<file path="config.mk">
export PLATFORM = sky130hd
export DESIGN_NAME = alarm_clock_mode_ctrl_flat
export DESIGN_NICKNAME = d
export VERILOG_FILES = /design/src/rtl/alarm_clock_mode_ctrl_pkg.sv /design/src/rtl/alarm_clock_mode_ctrl_if.sv /design/src/rtl/alarm_clock_mode_ctrl_inactivity_timer.sv /design/src/rtl/alarm_clock_mode_ctrl.sv /design/src/flat_wrapper.sv
export SDC_FILE = /design/constraint.sdc
export NUM_CORES = 1
export LEC_CHECK = 0
export ABC_AREA = 0
export BUFFER_PORTS_ARGS = -buffer_cell sky130_fd_sc_hd__buf_2
export CAP_MARGIN = 10
export CORE_MARGIN = 3
export CORE_UTILIZATION = 55
export CTS_CLUSTER_DIAMETER = 120
export DETAILED_ROUTE_END_ITERATION = 12
export MAX_ROUTING_LAYER = met4
export PLACE_DENSITY = 0.78
export SYNTH_ARGS = -nofsm -noshare
export SYNTH_HDL_FRONTEND = slang
export SYNTH_HIERARCHICAL = 1
export SYNTH_SLANG_ARGS = --single-unit
</file>
<file path="constraint.sdc">
create_clock -name clk -period 2.7 [get_ports clk]
set_input_delay 0.135 -clock clk [delete_from_list [all_inputs] [get_ports clk]]
set_output_delay 0.135 -clock clk [all_outputs]
set_load 0.03 [all_outputs]
</file>
<file path="src/rtl/alarm_clock_mode_ctrl_pkg.sv">
// alarm_clock_pkg: state encodings, button priority indices and defaults shared by the mode controller
package alarm_clock_pkg;
  localparam logic [2:0] ST_CLOCK = 3'd0;
  localparam logic [2:0] ST_T_HR = 3'd1;
  localparam logic [2:0] ST_T_MIN = 3'd2;
  localparam logic [2:0] ST_A_HR = 3'd3;
  localparam logic [2:0] ST_A_MIN = 3'd4;
  localparam logic [2:0] BTN_C = 3'd0;
  localparam logic [2:0] BTN_L = 3'd1;
  localparam logic [2:0] BTN_R = 3'd2;
  localparam logic [2:0] BTN_U = 3'd3;
  localparam logic [2:0] BTN_D = 3'd4;
  localparam logic [2:0] BTN_NONE = 3'd5;
  localparam int AUTO_EXIT_TICKS_DEF = 30;
  // Bit i of b is the button with index i; the lowest set index wins, BTN_NONE if idle.
  function automatic logic [2:0] btn_pick(input logic [4:0] b);
    logic [2:0] r;
    r = BTN_NONE;
    for (int i = 4; i >= 0; i--) r = b[i] ? 3'(i) : r;
    return r;
  endfunction
endpackage

</file>
<file path="src/rtl/alarm_clock_mode_ctrl_if.sv">
// alarm_clock_mode_ctrl_if: button/tick/match inputs and mode/command outputs of the mode controller
interface alarm_clock_mode_ctrl_if;
  logic btn_c;
  logic btn_l;
  logic btn_r;
  logic btn_u;
  logic btn_d;
  logic tick_1hz;
  logic alarm_match;
  logic adj_mode;
  logic sel_alarm;
  logic sel_min;
  logic inc;
  logic dec;
  logic alarm_ringing;
  modport master (
    output btn_c, btn_l, btn_r, btn_u, btn_d, tick_1hz, alarm_match,
    input adj_mode, sel_alarm, sel_min, inc, dec, alarm_ringing
  );
  modport slave (
    input btn_c, btn_l, btn_r, btn_u, btn_d, tick_1hz, alarm_match,
    output adj_mode, sel_alarm, sel_min, inc, dec, alarm_ringing
  );
endinterface

</file>
<file path="src/rtl/alarm_clock_mode_ctrl_inactivity_timer.sv">
// inactivity_timer: saturating tick counter with clear; hit flags the limit (LIMIT=0 never hits)
module inactivity_timer
  import alarm_clock_pkg::*;
#(
  parameter int LIMIT = AUTO_EXIT_TICKS_DEF,
  localparam int W = LIMIT > 0 ? $clog2(LIMIT + 1) : 1
) (
  input  logic clk,
  input  logic rst,
  input  logic clr,
  input  logic en,
  output logic hit
);
  logic [W-1:0] cnt;
  assign hit = (LIMIT != 0) && (cnt == W'(LIMIT));
  // Count ticks up to the limit; clear has priority over counting.
  always_ff @(posedge clk or negedge rst)
    if (!rst) cnt <= '0;
    else if (clr) cnt <= '0;
    else if (en && cnt != W'(LIMIT)) cnt <= cnt + 1'b1;
endmodule

</file>
<file path="src/rtl/alarm_clock_mode_ctrl.sv">
// alarm_clock_mode_ctrl: button-driven mode sequencer, inc/dec commands, inactivity exit and alarm latch
module alarm_clock_mode_ctrl
  import alarm_clock_pkg::*;
#(
  parameter int AUTO_EXIT_TICKS = AUTO_EXIT_TICKS_DEF
) (
  input logic clk,
  input logic rst,
  alarm_clock_mode_ctrl_if.slave bus
);
  logic [2:0] state, nstate, acc;
  logic armed, hit, in_clk, any;
  assign acc = btn_pick({bus.btn_d, bus.btn_u, bus.btn_r, bus.btn_l, bus.btn_c});
  assign any = acc != BTN_NONE;
  assign in_clk = state == ST_CLOCK;
  // Timer is held clear in CLOCK (so entry starts at 0), on any accepted press and on timeout.
  inactivity_timer #(.LIMIT(AUTO_EXIT_TICKS)) u_timer (
    .clk(clk),
    .rst(rst),
    .clr(in_clk || any || hit),
    .en(bus.tick_1hz),
    .hit(hit)
  );
  // Next mode: a press while ringing only silences; in adjust, presses beat the timeout.
  always_comb begin
    nstate = state;
    if (in_clk) nstate = (acc == BTN_C && !bus.alarm_ringing) ? ST_T_HR : ST_CLOCK;
    else
      case (acc)
        BTN_C: nstate = ST_CLOCK;
        BTN_R: nstate = state == ST_A_MIN ? ST_T_HR : state + 3'd1;
        BTN_L: nstate = state == ST_T_HR ? ST_A_MIN : state - 3'd1;
        BTN_U, BTN_D: nstate = state;
        default: nstate = hit ? ST_CLOCK : state;
      endcase
  end
  // Mode register with outputs decoded from the next mode, plus one-cycle field commands.
  always_ff @(posedge clk or negedge rst)
    if (!rst) begin
      state <= ST_CLOCK;
      bus.adj_mode <= 1'b0;
      bus.sel_alarm <= 1'b0;
      bus.sel_min <= 1'b0;
      bus.inc <= 1'b0;
      bus.dec <= 1'b0;
    end else begin
      state <= nstate;
      bus.adj_mode <= nstate != ST_CLOCK;
      bus.sel_alarm <= nstate == ST_A_HR || nstate == ST_A_MIN;
      bus.sel_min <= nstate == ST_T_MIN || nstate == ST_A_MIN;
      bus.inc <= !in_clk && acc == BTN_U;
      bus.dec <= !in_clk && acc == BTN_D;
    end
  // Alarm latch: only acts in CLOCK; silencing disarms until the match level drops.
  always_ff @(posedge clk or negedge rst)
    if (!rst) begin
      bus.alarm_ringing <= 1'b0;
      armed <= 1'b1;
    end else if (in_clk) begin
      if (bus.alarm_ringing && any) begin
        bus.alarm_ringing <= 1'b0;
        armed <= 1'b0;
      end else begin
        if (armed && bus.alarm_match) bus.alarm_ringing <= 1'b1;
        if (!bus.alarm_match) armed <= 1'b1;
      end
    end
endmodule

</file>
<file path="src/flat_wrapper.sv">
// flat-port wrapper written by rule: the top's interface ports become plain ports
module alarm_clock_mode_ctrl_flat import alarm_clock_pkg::*;
#(
  parameter int AUTO_EXIT_TICKS = AUTO_EXIT_TICKS_DEF
)
  (clk, rst, bus_btn_c, bus_btn_l, bus_btn_r, bus_btn_u, bus_btn_d, bus_tick_1hz, bus_alarm_match, bus_adj_mode, bus_sel_alarm, bus_sel_min, bus_inc, bus_dec, bus_alarm_ringing);
  alarm_clock_mode_ctrl_if bus_i ();
  input logic clk;
  input logic rst;
  input wire logic [$bits(bus_i.btn_c)-1:0] bus_btn_c;
  input wire logic [$bits(bus_i.btn_l)-1:0] bus_btn_l;
  input wire logic [$bits(bus_i.btn_r)-1:0] bus_btn_r;
  input wire logic [$bits(bus_i.btn_u)-1:0] bus_btn_u;
  input wire logic [$bits(bus_i.btn_d)-1:0] bus_btn_d;
  input wire logic [$bits(bus_i.tick_1hz)-1:0] bus_tick_1hz;
  input wire logic [$bits(bus_i.alarm_match)-1:0] bus_alarm_match;
  output wire logic [$bits(bus_i.adj_mode)-1:0] bus_adj_mode;
  output wire logic [$bits(bus_i.sel_alarm)-1:0] bus_sel_alarm;
  output wire logic [$bits(bus_i.sel_min)-1:0] bus_sel_min;
  output wire logic [$bits(bus_i.inc)-1:0] bus_inc;
  output wire logic [$bits(bus_i.dec)-1:0] bus_dec;
  output wire logic [$bits(bus_i.alarm_ringing)-1:0] bus_alarm_ringing;
  assign bus_i.btn_c = bus_btn_c;
  assign bus_i.btn_l = bus_btn_l;
  assign bus_i.btn_r = bus_btn_r;
  assign bus_i.btn_u = bus_btn_u;
  assign bus_i.btn_d = bus_btn_d;
  assign bus_i.tick_1hz = bus_tick_1hz;
  assign bus_i.alarm_match = bus_alarm_match;
  assign bus_adj_mode = bus_i.adj_mode;
  assign bus_sel_alarm = bus_i.sel_alarm;
  assign bus_sel_min = bus_i.sel_min;
  assign bus_inc = bus_i.inc;
  assign bus_dec = bus_i.dec;
  assign bus_alarm_ringing = bus_i.alarm_ringing;
  alarm_clock_mode_ctrl #(.AUTO_EXIT_TICKS(AUTO_EXIT_TICKS)) u_core (.clk(clk), .rst(rst), .bus(bus_i));
endmodule
</file>
**Word-level counts from Yosys, hierarchy flattened**

Index checks and enable logic that the tools add are counted.

- Register bits: 15
- Output and inout port bits: 6
- Word-level logic and storage cells: 62

- $add $sub $neg: 3
- Equal/unequal tests: 13
- Mux-type cells: 17
- Reductions and logical operators: 20

Operator list:

| operator | number |
|---|---|
| 3-bit two-way mux | 8 |
| 3-bit by 2-bit == test with 1-bit output, second input constant | 4 |
| 3-bit case mux with 4 select lines | 1 |
| 5-bit two-way mux | 2 |
| 3-bit == test, second input constant | 3 |
| 3-bit by 1-bit == test with 1-bit output, second input constant | 2 |
| 1-bit logical AND | 6 |
| 3-bit zero test | 2 |
| 1-bit two-way mux | 6 |
| 5-bit by 1-bit adder with 5-bit output, second input constant | 1 |
| 5-bit == test, second input constant | 1 |
| 5-bit inequality test, second input constant | 1 |
| 1-bit logical OR | 4 |
| 2-bit AND reduction | 2 |
| 2-bit nonzero test | 2 |
| 3-bit by 1-bit adder with 3-bit output, second input constant | 1 |
| 3-bit inequality test, second input constant | 1 |
| 3-bit nonzero test | 1 |
| 3-bit by 1-bit subtractor with 3-bit output, second input constant | 1 |
| 1-bit zero test | 2 |
| 2-bit by 1-bit inequality test with 1-bit output, second input constant | 1 |
| 2-bit OR reduction | 1 |

**Logic depth before layout (Yosys ltp)**

- Word-level depth: 11
- Gate-level depth with buffers: 9
- Depth with buffers taken out: 9

**By module**

Netlist, hierarchy kept.

Modules (own cells, without submodules):

| module | times used | cells each | area an instance (um2) | sequential area each (um2) |
|---|---|---|---|---|
| alarm_clock_mode_ctrl | 1 | 66 | 693.2 | 251.5 |
| inactivity_timer | 1 | 29 | 287.8 | 125.1 |

**Least setup slack after synthesis**

No wires, ideal clock.

- Path kind: register to register
- From: reg u_core.u_timer.cnt[0]
- To: reg u_core.bus.adj_mode
- Setup time: 0.124 ns
- Arrival time: 1.980 ns
- Data required time: 2.576 ns
- Path slack: 0.596 ns
- Stages on the path, launching flop included: 10
- Path buffers: 0
- Clock period less this slack: 2.104 ns
- Cell sequence: dfrtp_1 > inv_1 > ha_1 > and3_4 > and2_2 > or3b_1 > nand4_2 > o311ai_4 > or2_1 > or2_1

- Cells in the longest elaborated chain, start to end: 5

Ends and longest elaborated chain:

| item | line | RTL |
|---|---|---|
| start, declared | alarm_clock_mode_ctrl_inactivity_timer.sv:14 | `logic [W-1:0] cnt;` |
| start signal, assigned | alarm_clock_mode_ctrl_inactivity_timer.sv:20 | `else if (en && cnt != W'(LIMIT)) cnt <= cnt + 1'b1;` |
| 5-bit == test | alarm_clock_mode_ctrl_inactivity_timer.sv:15 | `assign hit = (LIMIT != 0) && (cnt == W'(LIMIT));` |
| named net u_core.hit | alarm_clock_mode_ctrl.sv:12 | `logic armed, hit, in_clk, any;` |
| 3-bit two-way mux | alarm_clock_mode_ctrl.sv:34 | `default: nstate = hit ? ST_CLOCK : state;` |
| 3-bit case mux with 4 select lines | alarm_clock_mode_ctrl.sv:29 | `case (acc)` |
| 3-bit two-way mux | alarm_clock_mode_ctrl.sv:27 | `if (in_clk) nstate = (acc == BTN_C && !bus.alarm_ringing) ? ST_T_HR : ST_CLOCK;` |
| named net u_core.nstate[1] | alarm_clock_mode_ctrl.sv:11 | `logic [2:0] state, nstate, acc;` |
| 3-bit nonzero test | alarm_clock_mode_ctrl.sv:48 | `bus.adj_mode <= nstate != ST_CLOCK;` |
| end signal, assigned | alarm_clock_mode_ctrl.sv:41 | `bus.adj_mode <= 1'b0;` |
| end signal, assigned | alarm_clock_mode_ctrl.sv:48 |  |
| end, declared | alarm_clock_mode_ctrl_if.sv:22 | `output adj_mode, sel_alarm, sel_min, inc, dec, alarm_ringing` |

The timed path passes the listed nets, and every way through them passes these cells.
A chain may end at the register's enable or synchronous reset.

**Worst setup path after layout**

Same ends and word-level chain as after synthesis.

==> results.tsv <==
stage	metric	value	unit
status	outcome	complete, no violations	
setup_path	Setup crit start kind	flop	
die	row count	14	
cts	clk_lat worst skew	280	ps
cts	# Post-CTS Setup Buffers	0	
grt	GR Layer Usage met1	26.2	%
grt	met2 Use GR	29.9	%
synth	Post-synth EDFFs	0	
synth	post-synthesis sequential element count	15	
layout	Final Core Density	69.5	%
timing	crit share post-route	83.3	%
setup_path	critical path type	reg2reg	
drt	1st-iter DRT viols	19	
drt	Vias/cell	5.66	
place	DP Cell Count	132	
drt	DRT Wirelength	1820	um
grt	first-pass GRT wire length	3090	um
cts	Root Buffer	clkbuf_4	
layout	Final Cell Area	1110	um^2
place	port bufs	14	
setup_path	CP max stage delay	420	ps
cts	clk slew on worst S/H paths	90	ps
layout	Final Instance Count excl. Fillers	137	
die	Die Area	2330	um^2
pwr	Power Density	745	nW/um^2
setup_path	Crit. End Element	flop	
grt	total gr overflow	0	
grt	all-layer global routing usage	19.6	%
grt	initial antenna violation count	0	
grt	GR met3 Demand/Resource	5.54	%
setup_path	Worst Path Max Fanout	5	
cts	Hold Buf Count CTS	1	
cts	# resized after CTS	0	
synth	Mapped Area	981	um^2
die	chip height	48.2	um
timing	minimum clock period	2250	ps
cts	depth of the CTS H-tree	1	
grt	vias in the first global route	695	
pwr	total chip power	825	uW
layout	layout cells sized above 1	28.3	%
synth	Syn Inst Count	95	
worst_hold_path	Hold Crit Class	in2reg	
setup_path	Critical Path RT	2870	ps
cts	CTS tree	built	
timing	TNS Setup	0	ps
drt	Pre-antenna DRT Iters	4	
grt	GR peak layer	met2	
place	Area after DPL	1070	um^2
die	Starting Density	61.5	%
layout	NumNets Final	129	
synth	net count after synthesis	110	
timing	Fmax	445	MHz
timing	Worst-Margin Slew	362	ps
layout	Antenna diodes	0	
layout	Layout area overhead	12.9	%
timing	Slew Viols, Final	0	
setup_path	slowest CP cell	dfrtp_1	
drt	routed via count	776	
synth	Seq/Total Area, Yosys	38.4	%
pwr	Leakage	0.000495	uW
synth	Avg Inst Size Synth	10.3	um^2
setup_path	CP arrival	2420	ps
cts	clk sink count	15	
setup_path	cell mode on critical path	or2_1	
synth	Async SR Flop Fraction	100	%
setup_path	reg2reg path depth	9	
synth	Netlist cell types	40	
setup_path	Crit Reg-Reg Startpoint	u_core/u_timer/cnt[0]	
drt	drt wl/cell	13.3	um
setup_path	Setup crit start	u_core/u_timer/cnt[0]	
die	Core Area	1590	um^2
drt	post-route ant nets	0	
layout	Fillers	124	
setup_path	reg2reg end	u_core/bus.adj_mode	
synth	Post-synth top flop	dfrtp_1	
cts	Max Root-Sink Buffers	2	
synth	Synthesis Warnings	6	
timing	relative slew slack	75.8	%
die	# IOs	15	
setup_path	critical path, cell by cell	inv_1 -> ha_1 -> and3_4 -> and2_2 -> or3b_1 -> nand4_2 -> o311ai_4 -> or2_1 -> or2_1	
worst_hold_path	Hold Path Depth	4	
layout	commonest non-fill, non-tap cells in the layout	buf_2, dfrtp_1, nor2_1	
timing	skew final	5.76	ps
setup_path	flop-to-flop setup slack	450	ps
worst_hold_path	Hold Crit Endpoint	u_core/armed	
grt	largest net degree at the start of global routing	16	
worst_hold_path	hold_sp	bus_alarm_match	
pwr	Worst VDD drop	0.482	mV
job	max-cap check violation count	0	
drt	DRC	0	
cts	TritonCTS Buffers	3	
place	GP Congestion	0.894	
timing	Setup-failing EPs final	0	
timing	Hold Vio Cnt, Final	0	
timing	RSZ-0062 raised after global routing	no	
die	DIE WIDTH	48.2	um
place	DPL Wire Length	1390	um
-- cells by family (layout without fill, tap and decap cells) --
| logic type | after synthesis | in the layout | share of synthesized area [%] |
|---|---|---|---|
| DFF | 15 | 15 | 38.4 |
| AOI/OAI and AO/OA | 16 | 16 | 14.7 |
| buffers and inverters | 4 | 22 | 2.30 |
| and+or+nand+nor | 51 | 51 | 33.7 |
| adders and majority gates | 6 | 6 | 7.65 |
| muxes | 3 | 3 | 3.32 |
-- cell type report --
| class | count | area, um^2 | share of cell area [%] |
|---|---|---|---|
| Multi-Input combinational cell | 76 | 582 | 52.5 |
| Tap cell | 24 | 30.0 | 2.71 |
| Clock inverter | 1 | 5.00 | 0.452 |
| Clock buffer | 3 | 22.5 | 2.03 |
| Timing Repair Buffer | 15 | 80.1 | 7.23 |
| Inverter | 3 | 11.3 | 1.02 |
| Sequential cell | 15 | 377 | 34.0 |
-- power breakdown --
group	switching, uW	internal (uW)
Combinational	232	150
Clock	70.6	55.0
Sequential	40.1	278
Total	342	483
-- worst max-delay path, delay by kind of cell (launching register included) --
family | cells | cell delay (ps)
AO/OA/AOI/OAI | 1 | 120
adder cells (fa/ha/maj) | 1 | 140
buffers and inverters | 1 | 90
flip-flops | 1 | 420
AND/OR/NAND/NOR | 6 | 1360
-- worst max-delay path by stage --
stage,cells after the start,to
3_5_place_dp,9,u_core/bus.adj_mode
4_1_cts,9,u_core/bus.adj_mode
3_3_place_gp,9,u_core/bus.adj_mode
6_report,9,u_core/bus.adj_mode
2_1_floorplan,9,u_core/bus.adj_mode
5_1_grt,9,u_core/bus.adj_mode
-- flip-flops by register name (all words and copies together), names as in the netlist --
register and cells:
u_core/state 3, u_core/armed 1, u_core/bus.adj_mode 1, u_core/bus.alarm_ringing 1
u_core/u_timer/cnt 5, u_core/bus.inc 1, u_core/bus.dec 1, u_core/bus.sel_alarm 1
u_core/bus.sel_min 1
-- per-stage QoR --
step                hold WS, ps  worst slack [ps]
floorplan                  -161               596
global placement           48.5               548
detailed placement         53.3               472
CTS                        95.5               455
global route                134               336
finish                      123               452
-- synth_stat cells, drive strengths merged, types with 3 or more instances --
| library cell | n | area share [%] |
|---|---|---|
| nand4 | 4 | 3.2 |
| nor2 | 11 | 4.2 |
| a21oi | 4 | 2.0 |
| a31oi | 3 | 1.9 |
| dfrtp | 14 | 36 |
| nor3 | 3 | 2.7 |
| nor3b | 3 | 2.3 |
| and2 | 3 | 2.4 |
| inv | 3 | 1.1 |
| nand3 | 4 | 2.0 |
| or2 | 5 | 3.2 |
| ha | 6 | 7.7 |
-- routing by layer --
metal	up-vias	part of all wire, %
li1	386	-
met1	366	48
met2	24	46
met3	0	5.7
met4	0	0
met5	-	0
Power figures use the tool's default switching activity.
